$ cat src/rtl/posit_mult_decoded_if.sv
// Operand/product bus for the decoded posit multiplier: upstream rts/rtr pair,
// two decoded operands, downstream rts/rtr pair and the decoded product.
interface posit_mult_decoded_if #(
  parameter int POSIT_WIDTH = 16,
  parameter int POSIT_ES    = 0
);
  localparam int SW  = $clog2(POSIT_WIDTH-1) + POSIT_ES + 1;
  localparam int FW  = POSIT_WIDTH - 3 - POSIT_ES;
  localparam int PFW = 2*FW + 1;

  logic          rts_i;
  logic          rtr_o;
  logic          a_sign;
  logic          b_sign;
  logic          a_inf;
  logic          b_inf;
  logic          a_zero;
  logic          b_zero;
  logic [SW-1:0] a_scale;
  logic [SW-1:0] b_scale;
  logic [FW-1:0] a_fraction;
  logic [FW-1:0] b_fraction;

  logic           rts_o;
  logic           rtr_i;
  logic           sign;
  logic           inf;
  logic           zero;
  logic [SW:0]    scale;
  logic [PFW-1:0] fraction;

  modport slave (
    input  rts_i, a_sign, b_sign, a_inf, b_inf, a_zero, b_zero,
           a_scale, b_scale, a_fraction, b_fraction, rtr_i,
    output rtr_o, rts_o, sign, inf, zero, scale, fraction
  );

  modport master (
    output rts_i, a_sign, b_sign, a_inf, b_inf, a_zero, b_zero,
           a_scale, b_scale, a_fraction, b_fraction, rtr_i,
    input  rtr_o, rts_o, sign, inf, zero, scale, fraction
  );
endinterface

$ cat src/rtl/posit_mult_decoded.sv
// Two-stage pipelined multiplier on decoded posit operands, exact (unrounded) product.
// Optional POSIT_MULT_STATS_EN adds saturating NaR/product emit counters.
module posit_mult_decoded #(
  parameter int POSIT_WIDTH = 16,
  parameter int POSIT_ES    = 0
) (
  input  logic                     clk,
  input  logic                     rst,
  posit_mult_decoded_if.slave      bus
`ifdef POSIT_MULT_STATS_EN
  ,
  output logic [15:0]              nar_count,
  output logic [31:0]              prod_count
`endif
);
  localparam int SW  = $clog2(POSIT_WIDTH-1) + POSIT_ES + 1;
  localparam int FW  = POSIT_WIDTH - 3 - POSIT_ES;
  localparam int PFW = 2*FW + 1;
  localparam int MW  = 2*FW + 2;

  logic           w_s2_en;
  logic           w_s1_en;
  logic           w_inf_x;
  logic [SW:0]    w_scale_sum;
  logic [MW-1:0]  w_a_mant;
  logic [MW-1:0]  w_b_mant;
  logic [MW-1:0]  w_mant;
  logic           w_special;
  logic [SW:0]    w_nrm_scale;
  logic [PFW-1:0] w_nrm_fraction;

  logic           r_s1_v;
  logic           r_s1_sign;
  logic           r_s1_inf;
  logic           r_s1_zero;
  logic [SW:0]    r_s1_scale;
  logic [MW-1:0]  r_s1_mant;

  logic           r_s2_v;
  logic           r_sign;
  logic           r_inf;
  logic           r_zero;
  logic [SW:0]    r_scale;
  logic [PFW-1:0] r_fraction;

  assign w_s2_en   = !r_s2_v | bus.rtr_i;
  assign w_s1_en   = !r_s1_v | w_s2_en;
  // Reset clears both valids, so advertising ready during reset is always safe.
  assign bus.rtr_o = rst | w_s1_en;

  assign w_inf_x     = bus.a_inf | bus.b_inf;
  assign w_scale_sum = {bus.a_scale[SW-1], bus.a_scale} + {bus.b_scale[SW-1], bus.b_scale};
  assign w_a_mant    = {{(FW+1){1'b0}}, 1'b1, bus.a_fraction};
  assign w_b_mant    = {{(FW+1){1'b0}}, 1'b1, bus.b_fraction};
  assign w_mant      = w_a_mant * w_b_mant;

  // Product of two [1,2) mantissas lies in [1,4); MSB set means the scale bumps by one.
  always_comb begin
    w_nrm_scale    = r_s1_scale;
    w_nrm_fraction = {r_s1_mant[PFW-2:0], 1'b0};
    if (r_s1_mant[MW-1]) begin
      w_nrm_scale    = r_s1_scale + (SW+1)'(1);
      w_nrm_fraction = r_s1_mant[PFW-1:0];
    end
  end

  assign w_special = r_s1_inf | r_s1_zero;

  always_ff @(posedge clk) begin
    if (rst) begin
      r_s1_v     <= 1'b0;
      r_s1_sign  <= 1'b0;
      r_s1_inf   <= 1'b0;
      r_s1_zero  <= 1'b0;
      r_s1_scale <= '0;
      r_s1_mant  <= '0;
      r_s2_v     <= 1'b0;
      r_sign     <= 1'b0;
      r_inf      <= 1'b0;
      r_zero     <= 1'b0;
      r_scale    <= '0;
      r_fraction <= '0;
    end else begin
      if (w_s1_en) begin
        r_s1_v <= bus.rts_i;
      end
      if (w_s1_en && bus.rts_i) begin
        r_s1_sign  <= bus.a_sign ^ bus.b_sign;
        r_s1_inf   <= w_inf_x;
        r_s1_zero  <= !w_inf_x & (bus.a_zero | bus.b_zero);
        r_s1_scale <= w_scale_sum;
        r_s1_mant  <= w_mant;
      end
      if (w_s2_en) begin
        r_s2_v <= r_s1_v;
      end
      if (w_s2_en && r_s1_v) begin
        r_sign     <= r_s1_sign & !w_special;
        r_inf      <= r_s1_inf;
        r_zero     <= r_s1_zero;
        r_scale    <= w_special ? '0 : w_nrm_scale;
        r_fraction <= w_special ? '0 : w_nrm_fraction;
      end
    end
  end

  assign bus.rts_o    = r_s2_v;
  assign bus.sign     = r_sign;
  assign bus.inf      = r_inf;
  assign bus.zero     = r_zero;
  assign bus.scale    = r_scale;
  assign bus.fraction = r_fraction;

`ifdef POSIT_MULT_STATS_EN
  logic        w_emit;
  logic [15:0] r_nar_count;
  logic [31:0] r_prod_count;

  assign w_emit = r_s2_v & bus.rtr_i;

  always_ff @(posedge clk) begin
    if (rst) begin
      r_nar_count  <= '0;
      r_prod_count <= '0;
    end else if (w_emit) begin
      if (r_inf && (r_nar_count != 16'hFFFF)) begin
        r_nar_count <= r_nar_count + 16'd1;
      end
      if (r_prod_count != 32'hFFFF_FFFF) begin
        r_prod_count <= r_prod_count + 32'd1;
      end
    end
  end

  assign nar_count  = r_nar_count;
  assign prod_count = r_prod_count;
`endif
endmodule

$ cat src/flat_wrapper.sv
// flat-port wrapper written by rule: the top's interface ports become plain ports
module posit_mult_decoded_flat 
#(
  parameter int POSIT_WIDTH = 16,
  parameter int POSIT_ES    = 0
)
  (clk, rst, bus_rts_i, bus_a_sign, bus_b_sign, bus_a_inf, bus_b_inf, bus_a_zero, bus_b_zero, bus_a_scale, bus_b_scale, bus_a_fraction, bus_b_fraction, bus_rtr_i, bus_rtr_o, bus_rts_o, bus_sign, bus_inf, bus_zero, bus_scale, bus_fraction);
  posit_mult_decoded_if #(.POSIT_WIDTH(POSIT_WIDTH), .POSIT_ES(POSIT_ES)) bus_i ();
  input  logic clk;
  input  logic rst;
  input wire logic [$bits(bus_i.rts_i)-1:0] bus_rts_i;
  input wire logic [$bits(bus_i.a_sign)-1:0] bus_a_sign;
  input wire logic [$bits(bus_i.b_sign)-1:0] bus_b_sign;
  input wire logic [$bits(bus_i.a_inf)-1:0] bus_a_inf;
  input wire logic [$bits(bus_i.b_inf)-1:0] bus_b_inf;
  input wire logic [$bits(bus_i.a_zero)-1:0] bus_a_zero;
  input wire logic [$bits(bus_i.b_zero)-1:0] bus_b_zero;
  input wire logic [$bits(bus_i.a_scale)-1:0] bus_a_scale;
  input wire logic [$bits(bus_i.b_scale)-1:0] bus_b_scale;
  input wire logic [$bits(bus_i.a_fraction)-1:0] bus_a_fraction;
  input wire logic [$bits(bus_i.b_fraction)-1:0] bus_b_fraction;
  input wire logic [$bits(bus_i.rtr_i)-1:0] bus_rtr_i;
  output wire logic [$bits(bus_i.rtr_o)-1:0] bus_rtr_o;
  output wire logic [$bits(bus_i.rts_o)-1:0] bus_rts_o;
  output wire logic [$bits(bus_i.sign)-1:0] bus_sign;
  output wire logic [$bits(bus_i.inf)-1:0] bus_inf;
  output wire logic [$bits(bus_i.zero)-1:0] bus_zero;
  output wire logic [$bits(bus_i.scale)-1:0] bus_scale;
  output wire logic [$bits(bus_i.fraction)-1:0] bus_fraction;
  assign bus_i.rts_i = bus_rts_i;
  assign bus_i.a_sign = bus_a_sign;
  assign bus_i.b_sign = bus_b_sign;
  assign bus_i.a_inf = bus_a_inf;
  assign bus_i.b_inf = bus_b_inf;
  assign bus_i.a_zero = bus_a_zero;
  assign bus_i.b_zero = bus_b_zero;
  assign bus_i.a_scale = bus_a_scale;
  assign bus_i.b_scale = bus_b_scale;
  assign bus_i.a_fraction = bus_a_fraction;
  assign bus_i.b_fraction = bus_b_fraction;
  assign bus_i.rtr_i = bus_rtr_i;
  assign bus_rtr_o = bus_i.rtr_o;
  assign bus_rts_o = bus_i.rts_o;
  assign bus_sign = bus_i.sign;
  assign bus_inf = bus_i.inf;
  assign bus_zero = bus_i.zero;
  assign bus_scale = bus_i.scale;
  assign bus_fraction = bus_i.fraction;
  posit_mult_decoded #(.POSIT_WIDTH(POSIT_WIDTH), .POSIT_ES(POSIT_ES)) u_core (.clk(clk), .rst(rst), .bus(bus_i));
endmodule
$ cat config.mk
export PLATFORM = sky130hd
export DESIGN_NAME = posit_mult_decoded_flat
export DESIGN_NICKNAME = d
export VERILOG_FILES = /design/src/rtl/posit_mult_decoded_if.sv /design/src/rtl/posit_mult_decoded.sv /design/src/flat_wrapper.sv
export SDC_FILE = /design/constraint.sdc
export NUM_CORES = 1
export LEC_CHECK = 0
export BUFFER_PORTS_ARGS = -buffer_cell sky130_fd_sc_hd__clkbuf_2
export CAP_MARGIN = 30
export CORE_MARGIN = 2
export CORE_UTILIZATION = 45
export DETAILED_ROUTE_END_ITERATION = 8
export GPL_TIMING_DRIVEN = 0
export PLACE_DENSITY_LB_ADDON = 0.2
export SLEW_MARGIN = 10
export SYNTH_ARGS = -nofsm -noshare
export SYNTH_HDL_FRONTEND = slang
export SYNTH_SLANG_ARGS = --single-unit
$ cat constraint.sdc
create_clock -name clk -period 7.4 [get_ports clk]
set_input_delay 0.37 -clock clk [delete_from_list [all_inputs] [get_ports clk]]
set_output_delay 0.37 -clock clk [all_outputs]
set_load 0.005 [all_outputs]
==> results of run 1 <==
-- placed cells by master (no fill, tap or decap), types with 4 or more instances in the layout --
| master | instances |
|---|---|
| nor3_1 | 8 |
| or3_1 | 7 |
| nand3_1 | 14 |
| a21o_1 | 11 |
| fa_1 | 142 |
| dfxtp_1 | 75 |
| clkbuf_1 | 51 |
| nor2_1 | 79 |
| and2_1 | 67 |
| nand2_1 | 148 |
| ha_1 | 97 |
| mux2i_1 | 4 |
| and3_1 | 6 |
| nor2b_1 | 6 |
| o21ai_1 | 5 |
| clkbuf_16 | 9 |
| clkbuf_2 | 80 |
| o21bai_1 | 4 |
| a211oi_1 | 7 |
| inv_1 | 184 |
| a22oi_1 | 33 |
| xnor2_1 | 17 |
| o211ai_1 | 4 |
| buf_2 | 4 |
| nand4_1 | 5 |
| mux2_2 | 27 |
| a21oi_1 | 45 |
| o21ai_0 | 11 |
| xor2_1 | 7 |
| a31oi_1 | 6 |
-- how the worst max path moves through the flow --
stage                           endpoint  depth (start not counted)               from
floorplan           u_core.r_s1_mant[23]                         22  bus_a_fraction[7]
CTS                 u_core.r_s1_mant[25]                         20  bus_a_fraction[8]
detailed placement  u_core.r_s1_mant[25]                         20  bus_a_fraction[8]
global placement    u_core.r_s1_mant[19]                         19  bus_a_fraction[7]
finish              u_core.r_s1_mant[19]                         19  bus_a_fraction[7]
global route        u_core.r_s1_mant[25]                         20  bus_a_fraction[8]
-- metal layers --
metal | routed length [um] | up-vias | global-route usage, % | share of wire, %
met5 | 0 | - | 0 | 0
met4 | 613 | 0 | 6.21 | 2.6
met3 | 1100 | 41 | 3.67 | 4.6
met2 | 11700 | 163 | 39.1 | 49
met1 | 10600 | 3890 | 30.8 | 44
li1 | - | 3766 | - | -
-- metrics by stage --
stage / total power [mW] / hold slack, ns / cells / setup slack, ns / area [um^2]
floorplan: 3.67 / 0.435 / 1118 / 1.77 / 9720
global placement: 4.52 / 0.452 / 1473 / 0.959 / 10500
detailed placement: 4.56 / 0.459 / 1473 / 0.908 / 10500
CTS: 5.10 / 0.273 / 1489 / 1.24 / 10800
global route: 5.73 / 0.283 / 1489 / 0.960 / 10800
finish: 5.07 / 0.298 / 1490 / 1.21 / 10800
-- kinds of logic (layout without fill, tap and decap cells) --
| group | Yosys count | count (layout) | synth area share [%] |
|---|---|---|---|
| AOI/OAI and AO/OA | 156 | 156 | 11.0 |
| xor gates and xnor gates | 24 | 24 | 2.16 |
| adders and majority gates | 239 | 239 | 41.7 |
| buffers and inverters | 242 | 338 | 9.47 |
| DFF | 75 | 75 | 15.4 |
| muxes | 31 | 31 | 3.54 |
| other | 0 | 1 | 0 |
| and+or+nand+nor | 351 | 351 | 16.6 |
-- report_power, final --
| group | switching [mW] | internal, mW | total, mW |
|---|---|---|---|
| Sequential | 0.0378 | 0.472 | 0.510 |
| Clock | 0.164 | 0.337 | 0.501 |
| Combinational | 2.38 | 1.67 | 4.05 |
-- registers in the layout, summed over array words and instances (netlist names) --
signal / cells
u_core.bus.zero: 1
u_core.bus.scale: 6
u_core.bus.fraction: 27
u_core.r_s1_inf: 1
u_core.bus.inf: 1
u_core.r_s1_v: 1
u_core.r_s1_sign: 1
u_core.r_s1_mant: 28
u_core.bus.rts_o: 1
u_core.r_s1_scale: 6
u_core.r_s1_zero: 1
u_core.bus.sign: 1
-- worst max-delay path: cells and delay by family --
family | cells | cell delay, ns
fa+ha+maj | 7 | 3.35
compound gates | 4 | 1.12
buf+inv | 5 | 0.94
simple gates | 3 | 0.66
-- layout make-up --
| type | instances | share of cell area [%] |
|---|---|---|
| Antenna cell | 1 | 0.0231 |
| Buffer | 58 | 2.13 |
| Sequential cell | 75 | 13.9 |
| Clock inverter | 5 | 0.926 |
| Inverter | 184 | 6.39 |
| Tap cell | 275 | 3.18 |
| Multi-Input combinational cell | 801 | 67.5 |
| Timing Repair Buffer | 80 | 3.70 |
| Clock buffer | 11 | 2.25 |
==> metrics.md, run 1 <==
| Metric | Value |
|---|---|
| Vias in the first global route | 8235 |
| Crit path kind | input port to flip-flop |
| Top FF cell, synth | dfxtp_1 |
| Post-synth top area cell | fa_1 |
| Area delta synth->final | 11.2% |
| Number of synthesis warnings | 0 |
| Core area | 21100 um^2 |
| Worst reg2reg startpoint | u_core.bus.rts_o |
| Yosys reg bits | 75 |
| CTS Buffer Depth | 2 |
| Most used cell, CP | fa_1 |
| Rows | 53 |
| Hold endpoint | u_core.r_s1_v |
| Final core utilization | 51.3% |
| Post-CTS setup buffer count | 0 |
| PortBufs | 80 |
| Grt total ovfl | 0 |
| Die area | 22800 um^2 |
| Initial core utilization | 46.1% |
| Initial DRC count | 410 |
| R2R setup slack | 5.11 ns |
| Post-synthesis area per instance | 8.69 um^2 |
| EDFF count, synth | 0 |
| HP Class | input port to flip-flop |
| # resized after CTS | 0 |
| Yosys top cell area share | 29.2% |
| Max-cap viol count | 0 |
| Register area | 1500 um^2 |
| Critical-path maximum fanout | 10 |
| Crit end category | flip-flop |
| Rel. slew slack | 37.9% |
| Max Clk Rate | 162 MHz |
| Startpoint Class | input port |
| Min-delay src | bus_rts_i |
| # nets final | 1494 |
| Final period utilization | 83.6% |
| Setup TNS | 0 ns |
| Asr flop ratio synth | 0% |
| Hpwl dp | 19800 um |
| Routed wire length | 24000 um |
| Final worst path period need | 6.19 ns |
| Initial antenna violation count | 0 |
| CTS tree | yes |
| Root Buffer | clkbuf_16 |
| CP arrival | 6.47 ns |
| Multi-input gate area | 7300 um^2 |
| Num CTS Buffers | 9 |
| Overall global routing resource usage | 23.1% |
| Synth top area cells | fa_1, dfxtp_1, ha_1 |
| Ports | 84 |
| Synth cell types | 60 |
| Largest stage delay on the critical path | 0.58 ns |
| Die Wd | 151 um |
| Worst Hold Path Cells | 3 |
| Leak | 5.36 nW |
| Post-Synthesis Cell Area | 9720 um^2 |
| Count leader, synth | inv_1 |
| Drt drc | 0 |
| Worst-Skew Late Latency | 0.34 ns |
| DRT Pass-1 Iters | 5 |
| CP Cell Sequence | clkbuf_2, clkbuf_1, nand2_1, fa_1, fa_1, inv_1, fa_1, fa_1, fa_1, inv_1, fa_1, inv_1, ha_1, and3_1, a221o_1, o21a_1, or2_1, a2111oi_2, a211o_1 |
| Final clock skew | 0.00524 ns |
| First-pass GRT wire length | 40900 um |
| Syn nets | 1403 |
| Clock Sink Count | 75 |
| Tightest Pin Transition | 0.924 ns |
| RSZ-0062 raised after global routing | no |
| Via/cell ratio | 5.28 |
| Post-synth top cells | inv_1, nand2_1, fa_1 |
| Via Count | 7860 |
| Reg-to-reg critical path endpoint | u_core.bus.scale[0] |
| Max IR drop VDD | 423 uV |
| WL/cell | 16.1 um |
| ANT nets after route | 0 |
| Die Span Y | 151 um |
| Crit path max-delay cell type | fa_1 |
| Pwr Density | 469 nW/um^2 |
| Largest net degree at the start of global routing | 13 |
| Layout cell share with drive strength beyond 1 | 11.0% |
| Routability cong. | 0.876 |
| # hold bufs at CTS | 0 |
| Seq/Total Area, Yosys | 15.4% |
| Clock slew at reported path FFs | 0.06 ns |
| H-Tree Depth | 3 |
| Final Hold Fails | 0 |
| Final slew viol count | 0 |
| R2R depth | 7 |
| Fillers | 2059 |
| Outcome | finished, final reports clean |
| Setup violators final | 0 |
| Synth Instances | 1118 |
| Critical path required time | 7.69 ns |
Note: power is estimated with default switching activity, not from simulation.
==> run 2, diff against run 1 <==
clock period = 6.1 ns   (was 7.4 ns; I/O delays follow)
==> run 2 against run 1 <==
  * Non-clock buffer count fell by 6
  * Global-route usage stayed put
  * Sequential power up 21%
  * Die area unchanged
  * Wire length decreased by 0.56%
  * Highest routed layer unchanged
==> metrics.md, run 2 (synthesis gave the netlist of run 1 again) <==
| Metric | Value |
|---|---|
| Top layer used by detailed routing | met4 |
| Multi-input gate area | 7300 um^2 |
| CP Cell Sequence | clkbuf_2, clkbuf_1, and2_1, fa_1, inv_1, fa_1, inv_1, fa_1, fa_1, fa_1, inv_1, fa_1, inv_1, ha_1, and3_1, a221o_1, o21a_1, or2_1, a2111oi_2, a211o_1 |
| H-Tree Depth | 3 |
| Hpwl dp | 19800 um |
| Internal power | 3.01 mW |
| Clk pwr share | 9.9% |
| Root Buffer | clkbuf_16 |
| Largest net degree at the start of global routing | 13 |
| Sequential Power Share | 10.0% |
| Register area | 1500 um^2 |
| Die Span Y | 151 um |
| Wire length on met3 | 936 um |
| Most flop-heavy register | u_core.r_s1_mant |
| Ports | 84 |
| Commonest non-fill, non-tap cells in the layout | inv_1, nand2_1, fa_1, ha_1, clkbuf_2 |
| Met1 WL | 10700 um |
| Max-cap viol count | 0 |
| Min-delay src | bus_rts_i |
| Via Count | 7833 |
| First-pass GRT wire length | 40900 um |
| Max reg flops | 28 |
| Worst-Skew Late Latency | 0.34 ns |
| Sw Share | 51.2% |
| Die Wd | 151 um |
| Final period utilization | 95.5% |
| CP arrival | 6.11 ns |
| Fillers | 2058 |
| DRT Pass-1 Iters | 5 |
| Startpoint Class | input port |
| ANT nets after route | 0 |
| Initial DRC count | 415 |
| Routability cong. | 0.876 |
| Worst Hold Path Cells | 3 |
| Design area | 10800 um^2 |
| Leak | 5.37 nW |
| Final slew viol count | 0 |
| Inst Count DP | 1473 |
| Final clock skew | 0.00509 ns |
| Dpl cell area | 10500 um^2 |
| Max Clk Rate | 172 MHz |
| PortBufs | 80 |
| Crit path max-delay cell type | fa_1 |
| Num CTS Buffers | 9 |
| Power share of the combinational group | 80.1% |
| Overall global routing resource usage | 23.1% |
| WHS | 0.229 ns |
| # nets final | 1488 |
| Initial core utilization | 46.1% |
| Buf/Inv on CP | 6 |
| Critical-path maximum fanout | 10 |
| Max IR drop VDD | 520 uV |
| RSZ-0062 raised after global routing | no |
| Outcome | finished, final reports clean |
| Clock Sink Count | 75 |
| Worst reg2reg startpoint | u_core.bus.rts_o |
| Metal2 WL | 11600 um |
| Grt total ovfl | 0 |
| Largest stage delay on the critical path | 0.52 ns |
| CTS tree | yes |
| Rel. slew slack | 37.9% |
| Crit path kind | input port to flip-flop |
| Setup TNS | 0 ns |
| Post-Layout Cell Count | 1484 |
| Most used cell, CP | fa_1 |
| Clock slew at reported path FFs | 0.06 ns |
| Initial antenna violation count | 0 |
| Rows | 53 |
| Routed wire length | 23900 um |
| R2R depth | 7 |
| Setup violators final | 0 |
| Vias in the first global route | 8235 |
| Cell family with most CP delay | adder cells |
| CTS Buffer Depth | 2 |
| Final worst path period need | 5.83 ns |
| Pwr Density | 570 nW/um^2 |
| R2R setup slack | 3.81 ns |
| Crit end category | flip-flop |
| Final core utilization | 51.2% |
| Layout cell share with drive strength beyond 1 | 11.5% |
| P_sw | 3.15 mW |
| WL/cell | 16.1 um |
| Hold endpoint | u_core.r_s1_v |
| Tightest Pin Transition | 0.924 ns |
| Most common cell after layout, fill and taps aside | inv_1 |
| Via/cell ratio | 5.28 |
| Core area | 21100 um^2 |
| Die area | 22800 um^2 |
| Critical path required time | 6.39 ns |
| Drt drc | 0 |
| Area delta synth->final | 11.1% |
| # hold bufs at CTS | 0 |
| Final Hold Fails | 0 |
| Reg-to-reg critical path endpoint | u_core.bus.scale[0] |
| HP Class | input port to flip-flop |
-- run 2: changes by cell type in the layout (fill, tap and decap cells not counted), sizes merged --
cell	delta
clkbuf	-7
buf	+1
-- run 2: power groups by stage --
stage	Combinational [mW]	Sequential (mW)	Clock, mW
global placement	4.86	0.627	0
finish	4.93	0.618	0.609
floorplan	3.84	0.614	0
CTS	4.95	0.618	0.618
detailed placement	4.90	0.628	0
global route	5.68	0.626	0.643
-- run 2: per-stage QoR --
step	total power [mW]	setup slack (ns)
floorplan	4.45	0.536
global placement	5.48	-0.276
detailed placement	5.53	-0.327
CTS	6.19	0.00336
global route	6.95	0.0105
finish	6.16	0.272
-- run 2: per-layer routing --
layer	GRT usage, %	vias up
li1	-	3758
met1	30.8	3900
met2	39.1	139
met3	3.67	36
met4	6.21	0
met5	0	-
-- run 2: worst max path at each step --
stage                      startpoint                    to  slack [ns]  cells past startpoint
floorplan           bus_a_fraction[7]  u_core.r_s1_mant[23]        0.54                     22
global placement    bus_a_fraction[7]  u_core.r_s1_mant[19]       -0.28                     19
detailed placement  bus_a_fraction[8]  u_core.r_s1_mant[25]       -0.33                     20
CTS                 bus_a_fraction[8]  u_core.r_s1_mant[25]       0.003                     20
global route        bus_a_fraction[8]  u_core.r_s1_mant[25]        0.01                     22
finish              bus_b_fraction[3]  u_core.r_s1_mant[19]        0.27                     20
-- run 2: area by class of cell --
type	count	share of cell area (%)
Tap cell	275	3.19
Inverter	184	6.39
Clock buffer	11	2.25
Multi-Input combinational cell	801	67.6
Sequential cell	75	13.9
Timing Repair Buffer	80	3.71
Buffer	52	1.99
Antenna cell	1	0.0232
Clock inverter	5	0.927
-- run 2: worst min-delay path, delay by kind of cell --
family                 cells  cell delay, ns
buffers and inverters      1            0.11
AND/OR/NAND/NOR            1            0.07
AO/OA/AOI/OAI              1            0.04
-- run 2: timing repair --
| item | in CTS | in global routing |
|---|---|---|
| resized for setup | 0 | 12 |
| setup endpoints to repair | 0 | 10 |
| buffers inserted | 0 | 0 |
==> run 3, diff against run 2 <==
BUFFER_PORTS_ARGS = default   (was -buffer_cell sky130_fd_sc_hd__clkbuf_2)
DONT_BUFFER_PORTS = 1   (was default)
==> run 3 against run 2 <==
  * Final area is 4.0% lower
  * Flip-flop and latch count is the same
  * Combinational power fell by 1%
  * Sequential power hardly changed
  * Worst setup slack better by 0.059 ns
  * Critical endpoint unchanged
==> metrics.md, run 3 (synthesis gave the netlist of run 1 again) <==
| Metric | Value |
|---|---|
| Outcome | finished, final reports clean |
| Initial core utilization | 46.1% |
| Hpwl dp | 19800 um |
| Die Span Y | 151 um |
| RSZ-0062 raised after global routing | no |
| Wire length on met3 | 1070 um |
| CP startpoint | bus_a_fraction[5] |
| Via/cell ratio | 5.40 |
| Drt drc | 0 |
| Routability cong. | 0.900 |
| Die Wd | 151 um |
| Max reg flops | 28 |
| H-Tree Depth | 3 |
| Max IR drop VDD | 450 uV |
| Setup violators final | 0 |
| Met1 WL | 10600 um |
| Crit end category | flip-flop |
| HP Class | input port to flip-flop |
| Clock slew at reported path FFs | 0.05 ns |
| Most common cell after layout, fill and taps aside | inv_1 |
| Die area | 22800 um^2 |
| First-pass GRT wire length | 39900 um |
| Internal power | 2.90 mW |
| Commonest non-fill, non-tap cells in the layout | inv_1, nand2_1, fa_1, ha_1, nor2_1 |
| # hold bufs at CTS | 0 |
| Max-cap viol count | 0 |
| Rel. slew slack | 51.2% |
| Critical-path maximum fanout | 10 |
| Critical path required time | 6.38 ns |
| Layout cell share with drive strength beyond 1 | 5.11% |
| DRT Pass-1 Iters | 5 |
| Critical Path Sink | u_core.r_s1_mant[19] |
| PortBufs | 0 |
| WL/cell | 17.1 um |
| Clk pwr share | 8.6% |
| Leak | 5.00 nW |
| Crit path kind | input port to flip-flop |
| Top layer used by detailed routing | met4 |
| Final Hold Fails | 0 |
| Worst-Skew Late Latency | 0.33 ns |
| # nets final | 1415 |
| Final clock skew | 0.00377 ns |
| CTS tree | yes |
| Via Count | 7617 |
| Final worst path period need | 5.77 ns |
| Sw Share | 51.8% |
| Sequential Power Share | 10.3% |
| Max Clk Rate | 173 MHz |
| Most flop-heavy register | u_core.r_s1_mant |
| Grt total ovfl | 0 |
| Reg-to-reg critical path endpoint | u_core.bus.fraction[12] |
| R2R depth | 8 |
| Ports | 84 |
| Inst Count DP | 1393 |
| ANT nets after route | 0 |
| Initial DRC count | 403 |
| P_sw | 3.11 mW |
| Rows | 53 |
| Power Total | 6.02 mW |
| Worst reg2reg startpoint | u_core.bus.rts_o |
| Area delta synth->final | 6.64% |
| CP arrival | 6.04 ns |
| Vias in the first global route | 8042 |
| Initial antenna violation count | 0 |
| Final period utilization | 94.6% |
| Clock Sink Count | 75 |
| Root Buffer | clkbuf_16 |
| Final core utilization | 49.2% |
| Num CTS Buffers | 9 |
| Pwr Density | 580 nW/um^2 |
| WHS | 0.105 ns |
| Overall global routing resource usage | 22.4% |
| Startpoint Class | input port |
| Metal2 WL | 12100 um |
| R2R setup slack | 3.98 ns |
| Core area | 21100 um^2 |
| Power share of the combinational group | 81.1% |
| CTS Buffer Depth | 2 |
| Largest net degree at the start of global routing | 13 |
| Final slew viol count | 0 |
| Ant diodes | 0 |
| Routed wire length | 24100 um |
| Tightest Pin Transition | 0.733 ns |
| Post-Layout Cell Count | 1410 |
## run 3: worst max-delay path: stages
cell	delay (ns)
clkbuf_1	0.54
nand2_1	0.15
fa_1	0.44
fa_1	0.58
inv_1	0.07
fa_1	0.55
fa_1	0.42
fa_1	0.49
inv_1	0.05
fa_1	0.47
inv_1	0.04
ha_1	0.36
and3_1	0.22
a221o_1	0.34
o21a_1	0.27
or2_1	0.27
a2111oi_2	0.35
a211o_1	0.14
## run 3: per-layer routing
metal | vias to the layer above | GRT usage, %
li1 | 3591 | -
met1 | 3829 | 29.8
met2 | 172 | 39.8
met3 | 25 | 2.92
met4 | 0 | 3.69
met5 | - | 0
## run 3: how the worst min path moves through the flow
stage / startpoint / end / slack [ns] / cells after the start
finish: bus_rts_i / u_core.r_s1_v / 0.10 / 2
global route: bus_rts_i / u_core.r_s1_v / 0.13 / 2
CTS: bus_rts_i / u_core.r_s1_v / 0.1 / 2
detailed placement: bus_rts_i / u_core.r_s1_v / 0.44 / 2
global placement: bus_rts_i / u_core.r_s1_v / 0.43 / 2
floorplan: bus_rts_i / u_core.r_s1_v / 0.42 / 2
## run 3: per-stage QoR
step                worst slack, ns  TNS, ns  instance area (um^2)
finish                        0.331        0                 10400
global placement            -0.0348  -0.0547                 10100
detailed placement          -0.0599  -0.0925                 10100
CTS                           0.269        0                 10400
global route                 0.0415        0                 10400
floorplan                     0.536        0                  9720
## run 3: final cells by class
cell class                 instances  area (um^2)
clock inverter                     6         55.1
clock buffer                      10          239
inverter                         184          691
timing repair buffer               1         5.00
multi-input combinational        801         7300
sequential                        75         1500
buffer                            58          233
fill                            2090        10700
tap                              275          344
## run 3: power groups by stage
| stage | Combinational, mW | Clock [mW] | Sequential, mW |
|---|---|---|---|
| 2_1_floorplan | 3.84 | 0 | 0.614 |
| 3_3_place_gp | 4.82 | 0 | 0.630 |
| 3_5_place_dp | 4.86 | 0 | 0.631 |
| 4_1_cts | 4.91 | 0.525 | 0.620 |
| 5_1_grt | 5.62 | 0.544 | 0.630 |
| 6_report | 4.88 | 0.517 | 0.620 |
## run 3: what timing repair did
action / in CTS / in global routing
buffers inserted: 0 / 0
endpoints found under the setup margin: 0 / 3
gates resized for setup: 0 / 4
hold endpoints to repair: 0 / 0
